File: config.mk
export PLATFORM = sky130hd
export DESIGN_NAME = rad_cdc_hs_src
export DESIGN_NICKNAME = d
export VERILOG_FILES = /design/src/rtl/rad_cdc_hs_pkg.sv /design/src/rtl/rad_cdc_sync.sv /design/src/rtl/rad_cdc_hs_src.sv
export SDC_FILE = /design/constraint.sdc
export NUM_CORES = 1
export LEC_CHECK = 0
export ABC_CLOCK_PERIOD_IN_PS = 1100
export CORE_MARGIN = 2
export CORE_UTILIZATION = 35
export DETAILED_ROUTE_END_ITERATION = 8
export MAX_ROUTING_LAYER = met4
export PLACE_DENSITY = 0.72
export SLEW_MARGIN = 20
export SYNTH_ARGS = -nofsm -noshare
export SYNTH_HDL_FRONTEND = slang
export SYNTH_SLANG_ARGS = --single-unit
File: constraint.sdc
create_clock -name clk -period 1.1 [get_ports clk]
set_input_delay 0.33 -clock clk [delete_from_list [all_inputs] [get_ports clk]]
set_output_delay 0.33 -clock clk [all_outputs]
set_load 0.01 [all_outputs]
File: src/rtl/rad_cdc_hs_pkg.sv
// Shared types and constants for the rad_cdc_hs toggle-handshake CDC blocks.
package rad_cdc_hs_pkg;

  typedef enum logic {
    IDLE = 1'b0,
    BUSY = 1'b1
  } state_e;

  // Minimum synchronizer depth accepted by either end of the handshake.
  localparam int unsigned RAD_CDC_HS_MIN_STAGES = 2;

endpackage

File: src/rtl/rad_cdc_sync.sv
// Multi-flop level synchronizer; all stages reset to RESET.
module rad_cdc_sync #(
  parameter int unsigned STAGES = 2,
  parameter logic        RESET  = 1'b0
) (
  input  logic clk,
  input  logic rst_n,
  input  logic d,
  output logic q
);

  logic [STAGES-1:0] sync_q;

  always_ff @(posedge clk or negedge rst_n) begin
    if (!rst_n) begin
      sync_q <= {STAGES{RESET}};
    end else begin
      sync_q <= {sync_q[STAGES-2:0], d};
    end
  end

  assign q = sync_q[STAGES-1];

endmodule

File: src/rtl/rad_cdc_hs_src.sv
// Source end of a 2-phase toggle req/ack CDC handshake: accepts a word,
// holds it on cdc_data_o and toggles cdc_req_o until the ack toggle returns.
module rad_cdc_hs_src
  import rad_cdc_hs_pkg::*;
#(
  parameter int unsigned WIDTH  = 8,
  parameter int unsigned STAGES = 2
) (
  input  logic             clk,
  input  logic             rst_n,
  input  logic             src_valid_i,
  output logic             src_ready_o,
  input  logic [WIDTH-1:0] src_data_i,
  output logic             cdc_req_o,
  output logic [WIDTH-1:0] cdc_data_o,
  input  logic             cdc_ack_i,
  output logic             done_o,
  output logic             err_o
);

  if (STAGES < RAD_CDC_HS_MIN_STAGES || WIDTH == 0) begin : g_param_check
    $error("rad_cdc_hs_src: STAGES must be >= %0d and WIDTH >= 1",
           RAD_CDC_HS_MIN_STAGES);
  end

  state_e           state_q, state_n;
  logic             req_q, req_n;
  logic [WIDTH-1:0] data_q, data_n;
  logic             done_q, done_n;
  logic             err_q, err_n;
  logic             ack_sync;

  rad_cdc_sync #(
    .STAGES (STAGES),
    .RESET  (1'b0)
  ) u_ack_sync (
    .clk   (clk),
    .rst_n (rst_n),
    .d     (cdc_ack_i),
    .q     (ack_sync)
  );

  always_ff @(posedge clk or negedge rst_n) begin
    if (!rst_n) begin
      state_q <= IDLE;
      req_q   <= 1'b0;
      data_q  <= '0;
      done_q  <= 1'b0;
      err_q   <= 1'b0;
    end else begin
      state_q <= state_n;
      req_q   <= req_n;
      data_q  <= data_n;
      done_q  <= done_n;
      err_q   <= err_n;
    end
  end

  always_comb begin
    state_n = state_q;
    req_n   = req_q;
    data_n  = data_q;
    done_n  = 1'b0;
    err_n   = err_q;
    unique case (state_q)
      IDLE: begin
        // An ack edge with nothing outstanding means the peer is out of step.
        if (ack_sync != req_q) begin
          err_n = 1'b1;
        end
        if (src_valid_i) begin
          data_n  = src_data_i;
          req_n   = ~req_q;
          state_n = BUSY;
        end
      end
      BUSY: begin
        if (ack_sync == req_q) begin
          state_n = IDLE;
          done_n  = 1'b1;
        end
      end
      default: state_n = IDLE;
    endcase
  end

  assign src_ready_o = (state_q == IDLE);
  assign cdc_req_o   = req_q;
  assign cdc_data_o  = data_q;
  assign done_o      = done_q;
  assign err_o       = err_q;

endmodule

## After elaboration in Yosys (flattened, before gate mapping)

Index checks and enable logic that the tools add are counted.

- Input bits: 12
- Register bits: 14

- Reduce and logical (&&, ||, !) cells: 2
- Muxes and demuxes: 5
- Bitwise gates (word level): 2
- Equal/unequal tests: 2

Operator list:

| operator | count |
|---|---|
| $mux 1 | 4 |
| $reduce_and 2->1 | 2 |
| $not 1->1 | 2 |
| $pmux 1 s2 | 1 |
| $eq 1x1->1 | 1 |
| $ne 1x1->1 | 1 |

## Logic depth before layout (Yosys ltp)

Gate-level depths: netlist of run 1.

- Depth after elaboration: 3
- Depth in mapped cells: 3
- Depth with buffers taken out: 2

## Cells and area by module

From an unflattened synthesis of run 1, not the netlist that was laid out.

- Cell total of the unflattened synthesis: 31
- Area, all modules: 531.8 um^2

By module, submodules not included:

| module | instances | cells an instance | area an instance (um^2) |
|---|---|---|---|
| rad_cdc_hs_src | 1 | 29 | 481.7 |
| rad_cdc_sync | 1 | 2 | 50.0 |

## Worst setup path after synthesis of run 1

OpenSTA, ideal clock, no wires.

- Kind: register -> register
- Start: reg state_q
- End: reg data_q[0], in the netlist cdc_data_o[0]
- Arrival: 0.997 ns
- Stages on the path, launching flop included: 4
- Path slack: -0.022 ns
- Library setup time: 0.125 ns
- Cells stage by stage: dfrtp_1 nor2b_1 buf_6 mux2_4

- Word-level cells in the longest chain between the ends: 2

Ends and longest elaborated chain:

| item | RTL line | RTL |
|---|---|---|
| start, declared | rad_cdc_hs_src.sv:26 | `state_e state_q, state_n;` |
| start signal, assigned | rad_cdc_hs_src.sv:51 | `state_q <= state_n;` |
| $not 1->1 | n/a |  |
| $reduce_and 2->1 (no source line) | n/a |  |
| end signal, assigned | rad_cdc_hs_src.sv:53 | `data_q <= data_n;` |
| end, declared | rad_cdc_hs_src.sv:28 | `logic [WIDTH-1:0] data_q, data_n;` |

No other way between the ends.
A chain may end at the register's enable or synchronous reset.

## Worst setup path in the final report of run 1

- Start: reg state_q
- End: reg data_q[7], in the netlist cdc_data_o[7]

The elaborated chain is that of the path after synthesis.

==> reports/qor.txt, run 1 <==
Status -> complete, but fails checks
Failing checks -> negative setup slack
Ant. Diodes -> 0
Setup CP Type -> flop to flop
Top cell by count, worst path -> buf_6
Wirelength, routed -> 977 um
Routed wire length per instance -> 11.4 um
Post-synth top area share -> 0.659
Seq/Total Area, Yosys -> 0.659
Clock period minus worst slack -> 1.19 ns
Layout cells sized above 1 -> 0.543
CTS tree -> done
# Max-Cap Violations -> 0
Arr. time, crit path -> 1.34 ns
Area Growth Syn to Fin -> 60.9%
Slew margin rel. -> 0.860
Fin. max-slew vios -> 0
Final setup viols -> 19
Post-Synth Simple-Gate Area -> 0.0306
Combinational family with the most area after synthesis -> multiplexers
Final Cell Area -> 856 um2
Initial DRC count -> 3
Xor and xnor area share after synthesis -> 0.0329
Global Route met1 Usage -> 0.156
Max Fanout on Critical Path -> 5
Max frequency -> 843 MHz
Mapped Nets -> 43
Core area -> 0.00147 mm2
Pwr dens -> 2620 mW/mm2
Drt pass-1 iters -> 4
GPL Wtd Cong -> 0.654
PortBufs -> 23
Compound-Gate Fraction of Synth Area -> 0.0235
Cells along the critical path -> buf_6 -> nor2b_4 -> buf_6 -> mux2_4
Cell Area, Placed -> 838 um2
Min setup slack post-route -> -0.0856 ns
Synth Area in Adders -> 0
LEAKAGE -> 0.428 nW
Worst-Skew Late Latency -> 0.27 ns
Syn Area/Cell -> 17.2 um2
Layout fillers -> 151
Largest cells by area after synthesis -> dfrtp_1 (66%), mux2_4 (23%), buf_6 (2.1%), xnor2_1 (1.6%), xor2_1 (1.6%)
Flops & latches, synth -> 14
Worst-margin pin slew -> 0.209 ns
Clk_skew -> 0.00382 ns
CTS Buf Count -> 3
CP peak stage delay -> 0.39 ns
Post-Place Cells -> 78
Initial antenna violation count -> 0
First-pass GRT wire length -> 1610 um
Largest net degree at the start of global routing -> 15
Die ar. -> 0.00185 mm2
Starting Density -> 0.361
Net count, final -> 84
Die height -> 43.0 um
Bufs on Longest Clock Path -> 2
Vias per cell -> 4.35
Crit share post-route -> 1.08
Unrepaired setup endpoints after global routing -> true
Worst hold slack -> 0.350 ns
Final ANT Viol Nets -> 0
Setup TNS -> -0.852 ns
Kind of end point of the critical path -> flop
Hold Fails Final Rpt -> 0
Slowest-stage cell, CP -> dfrtp_1
Instance count of the mapped netlist -> 31
H-tree levels -> 1
Detailed placement HPWL -> 711 um
Gr usage total -> 0.122
Critical path buffers and inverters -> 2
Pre-CTS setup slack -> -0.483 ns
Mapped Area -> 532 um2
Met2 Track Usage GR -> 0.182
Synth unique cells -> 11
Yosys Warn Count -> 0
DRC -> 0
Most frequent cells in the layout -> dfrtp_1 (14), buf_2 (12), buf_4 (11)
Reg2Reg Setup Slack -> -0.09 ns
Met3 usage -> 0.0340
CP required -> 1.26 ns
Commonest non-fill, non-tap cell in the layout -> dfrtp_1
Total clock sinks -> 14
Area leader, netlist -> dfrtp_1
Via count -> 374
Clock Pin Slew Worst Setup and Hold Paths -> 0.07 ns
Top-Level Pins -> 24
CP top delay family -> flip-flops
Post-Layout Cell Count -> 86
Vias in the first global route -> 379
Clk root buf -> clkbuf_4
Startpoint types -> flop
Row count -> 14
Overflow after GRT -> 0
Hold crit path type -> flop to flop
Maximum vdd drop -> 1210 uV
Post-synthesis mux area share -> 0.226
Global routing's busiest layer -> met2
Chip width -> 43.0 um
[per-stage QoR]
step | power (mW) | utilization
2_1_floorplan | 1.34 | -
3_3_place_gp | 2.01 | 0.570
3_5_place_dp | 2.02 | 0.570
4_1_cts | 2.26 | 0.577
5_1_grt | 2.40 | 0.582
6_report | 2.24 | 0.582
[kinds of logic after synthesis]
family	Yosys count
and+or+nand+nor	3
buffers and inverters	2
xor gates and xnor gates	2
DFF	14
muxes	8
AOI/OAI and AO/OA	2
[cell usage after synthesis]
cell type / n
dfrtp_1: 14
mux2_4: 8
a21oi_1: 1
and2_1: 1
buf_6: 1
inv_1: 1
nor2_1: 1
nor2b_1: 1
o21bai_1: 1
xnor2_1: 1
xor2_1: 1
[cell type report]
class	instances	area, um2	share of cell area
flip-flops and latches	14	350	0.409
repair buffers	37	285	0.333
multi-input cells	15	174	0.203
clock buffers	3	22.5	0.0263
well taps	16	20.0	0.0234
inverters	1	3.75	0.00439
[path summary, 6_finish.rpt]
check / cells past startpoint / startpoint / endpoint
setup / recovery: 4 / state_q / cdc_data_o[7]
max in group asynchronous: 2 / rst_n / cdc_data_o[7]
setup reg to reg: 4 / state_q / cdc_data_o[7]
hold / removal: 0 / u_ack_sync.sync_q[0] / u_ack_sync.sync_q[1]
hold reg to reg: 0 / u_ack_sync.sync_q[0] / u_ack_sync.sync_q[1]
min in group asynchronous: 2 / rst_n / cdc_data_o[3]
[what timing repair did]
item                                    in CTS  in global routing
resized for setup                           54                  0
endpoints found under the setup margin      21                 20
pin swaps                                    0                  1
setup buffers                                4                  1
hold buffers                                 0                  0
hold endpoints to repair                     0                  0
[power by group]
| part | switching [mW] | internal (mW) |
|---|---|---|
| registers | 0.0946 | 0.723 |
| logic | 0.415 | 0.733 |
| clock network | 0.147 | 0.127 |
| total | 0.657 | 1.58 |
[registers in the layout (all words and copies together) (netlist names)]
register / flops
cdc_data_o: 8
u_ack_sync.sync_q: 2
cdc_req_o: 1
done_o: 1
err_o: 1
state_q: 1
[per-layer routing]
metal | up-vias | wire length (um)
li1 | 180 | -
met2 | 13 | 497
met3 | 0 | 73
met1 | 181 | 406
met5 | - | 0
met4 | 0 | 0
No activity file was read; power rests on OpenSTA's default activity.
==> run 2, diff against run 1 <==
- REMOVE_ABC_BUFFERS: not set -> 1
- SKIP_LAST_GASP: not set -> 1
==> run 2 against run 1 <==
  * The run still ends with negative setup slack left
  * Via count is 2.1% higher
  * Sequential power increased by 1%
  * Cell count is the same
  * Register-to-register slack is essentially flat
  * Power grew 5.0%
  * Worst hold slack improved by 0.0029 ns
  * Global-route usage increased by 0.80 points
  * Die area did not move
  * Sequential share of layout area down 0.59 points
  * First-iteration DRC count shrank 67%
  * Critical endpoint is now src_ready_o
  * Largest cell class unchanged
==> reports/qor.txt, run 2 (synthesized netlist as in run 1, its figures left out) <==
Slew margin rel. -> 0.855 (was 0.860)
Max reg flops -> 8 (unchanged)
Reg power frac -> 0.351 (was 0.365)
Drt pass-1 iters -> 3 (was 4)
Most frequent cells in the layout -> dfrtp_1 (14), buf_2 (11), clkdlybuf4s50_1 (10), buf_4 (10), mux2_4 (8) (was dfrtp_1 (14), buf_2 (12), buf_4 (11))
Starting Density -> 0.361 (unchanged)
Final ANT Viol Nets -> 0 (unchanged)
Clock Pin Slew Worst Setup and Hold Paths -> 0.09 ns (was 0.07 ns)
Slowest-stage cell, CP -> dfrtp_1 (unchanged)
Routed wire length per instance -> 12.2 um (was 11.4 um)
CP required -> 0.77 ns (was 1.26 ns)
Commonest non-fill, non-tap cell in the layout -> dfrtp_1 (unchanged)
Largest net degree at the start of global routing -> 15 (unchanged)
Maximum vdd drop -> 1200 uV (was 1210 uV)
Unrepaired setup endpoints after global routing -> true (unchanged)
Worst hold slack -> 0.353 ns (was 0.350 ns)
CP peak stage delay -> 0.39 ns (about the same)
Top-Level Pins -> 24 (unchanged)
Die height -> 43.0 um (unchanged)
Core area -> 0.00147 mm2 (unchanged)
Sw frac -> 0.295 (was 0.293)
Bufs on Longest Clock Path -> 2 (unchanged)
LEAKAGE -> 0.431 nW (was 0.428 nW)
Min setup slack post-route -> -0.0740 ns (was -0.0856 ns)
Total power -> 2.35 mW (was 2.24 mW)
Worst-margin pin slew -> 0.215 ns (was 0.209 ns)
Kind of end point of the critical path -> output port (was flop)
Part of the power in combinational logic -> 0.489 (was 0.513)
Reg-to-reg critical path startpoint -> state_q (unchanged)
Clock period minus worst slack -> 1.17 ns (was 1.19 ns)
Row count -> 14 (unchanged)
Failing checks -> negative setup slack (unchanged)
Arr. time, crit path -> 0.84 ns (was 1.34 ns)
Worst r2r path cells -> 4 (unchanged)
Vias per cell -> 4.44 (was 4.35)
Max Fanout on Critical Path -> 2 (was 5)
Final Cell Area -> 868 um2 (was 856 um2)
Overflow after GRT -> 0 (unchanged)
CTS tree -> done (unchanged)
Cells along the critical path -> inv_1 -> buf_2 (was buf_6 -> nor2b_4 -> buf_6 -> mux2_4)
CP top delay family -> flip-flops (unchanged)
Seq. cell area -> 350 um2 (unchanged)
Hold Fails Final Rpt -> 0 (unchanged)
Via count -> 382 (was 374)
CTS Buf Count -> 3 (unchanged)
Startpoint types -> flop (unchanged)
Clk root buf -> clkbuf_4 (unchanged)
Vias in the first global route -> 370 (was 379)
Setup TNS -> -0.982 ns (was -0.852 ns)
Cell Area, Placed -> 816 um2 (was 838 um2)
Final setup viols -> 20 (was 19)
Int Power -> 1.66 mW (was 1.58 mW)
GPL Wtd Cong -> 0.638 (was 0.654)
Post-Place Cells -> 75 (was 78)
Setup CP Type -> flop to output port (was flop to flop)
Reg2Reg Setup Slack -> -0.07 ns (was -0.09 ns)
Layout cells sized above 1 -> 0.543 (unchanged)
Final core utilization -> 0.590 (was 0.582)
Net count, final -> 83 (was 84)
Fin. max-slew vios -> 0 (unchanged)
Gr usage total -> 0.130 (was 0.122)
Detailed placement HPWL -> 747 um (was 711 um)
RR Endpoint -> cdc_data_o[1] (was cdc_data_o[7])
Clk pwr share -> 0.159 (was 0.122)
Layout fillers -> 132 (was 151)
Pre-CTS setup slack -> -0.484 ns (was -0.483 ns)
PortBufs -> 23 (unchanged)
H-tree levels -> 1 (unchanged)
Ant. Diodes -> 0 (unchanged)
Worst-Skew Late Latency -> 0.28 ns (was 0.27 ns)
Initial antenna violation count -> 0 (unchanged)
First-pass GRT wire length -> 1640 um (was 1610 um)
Max frequency -> 852 MHz (was 843 MHz)
Post-Layout Cell Count -> 86 (unchanged)
DRC -> 0 (unchanged)
Hold crit path type -> primary input to async pin (was flop to flop)
Wirelength, routed -> 1050 um (was 977 um)
Pwr dens -> 2710 mW/mm2 (was 2620 mW/mm2)
Critical path buffers and inverters -> 2 (unchanged)
Initial DRC count -> 1 (was 3)
Switch Pwr -> 694 uW (was 657 uW)
Crit share post-route -> 1.07 (was 1.08)
# Max-Cap Violations -> 0 (unchanged)
Status -> complete, but fails checks (unchanged)
Area Growth Syn to Fin -> 63.3% (was 60.9%)
Clk_skew -> 0.00386 ns (was 0.00382 ns)
Total clock sinks -> 14 (unchanged)
Die ar. -> 0.00185 mm2 (unchanged)
Footprint of the multi-input gates -> 174 um2 (unchanged)
Chip width -> 43.0 um (unchanged)
## run 2: changes by cell type in the layout (fill, tap and decap cells not counted), sizes merged
cell,delta
clkbuf,+1
buf,-1
## run 2: how the worst max path moves through the flow
stage | startpoint | end | slack, ns | cells after the start
after floorplan | state_q | cdc_data_o[0] | -0.45 | 2
after global placement | src_valid_i | cdc_data_o[3] | -0.48 | 4
after detailed placement | src_valid_i | cdc_data_o[1] | -0.48 | 4
after CTS | state_q | cdc_data_o[1] | -0.08 | 4
after global routing | state_q | src_ready_o | -0.12 | 2
final | state_q | src_ready_o | -0.07 | 2
## run 2: power by group through the flow
stage	combinational, mW	clock (mW)	sequential, mW
detailed placement	1.11	0	0.841
finish	1.15	0.375	0.827
global route	1.24	0.406	0.852
global placement	1.09	0	0.843
floorplan	0.380	0	0.944
CTS	1.04	0.380	0.829
## run 2: area by class of cell
class	count	area share
Tap cell	16	0.0231
Clock buffer	4	0.0418
Sequential cell	14	0.403
Timing Repair Buffer	36	0.327
Multi-Input combinational cell	15	0.200
Inverter	1	0.00432
## run 2: per-layer routing
metal / global-route usage / wire length, um / vias to the layer above / share of wire
li1: - / - / 179 / -
met1: 0.177 / 465 / 187 / 0.44
met2: 0.182 / 499 / 12 / 0.48
met3: 0.0255 / 59 / 4 / 0.056
met4: 0.0727 / 24 / 0 / 0.023
met5: - / 0 / - / 0
## run 2: timing repair
| item | CTS | global route |
|---|---|---|
| setup endpoints to repair | 20 | 20 |
| hold buffers | 0 | 0 |
| pin swaps | 0 | 0 |
| setup buffers | 2 | 5 |
| resized for setup | 55 | 0 |
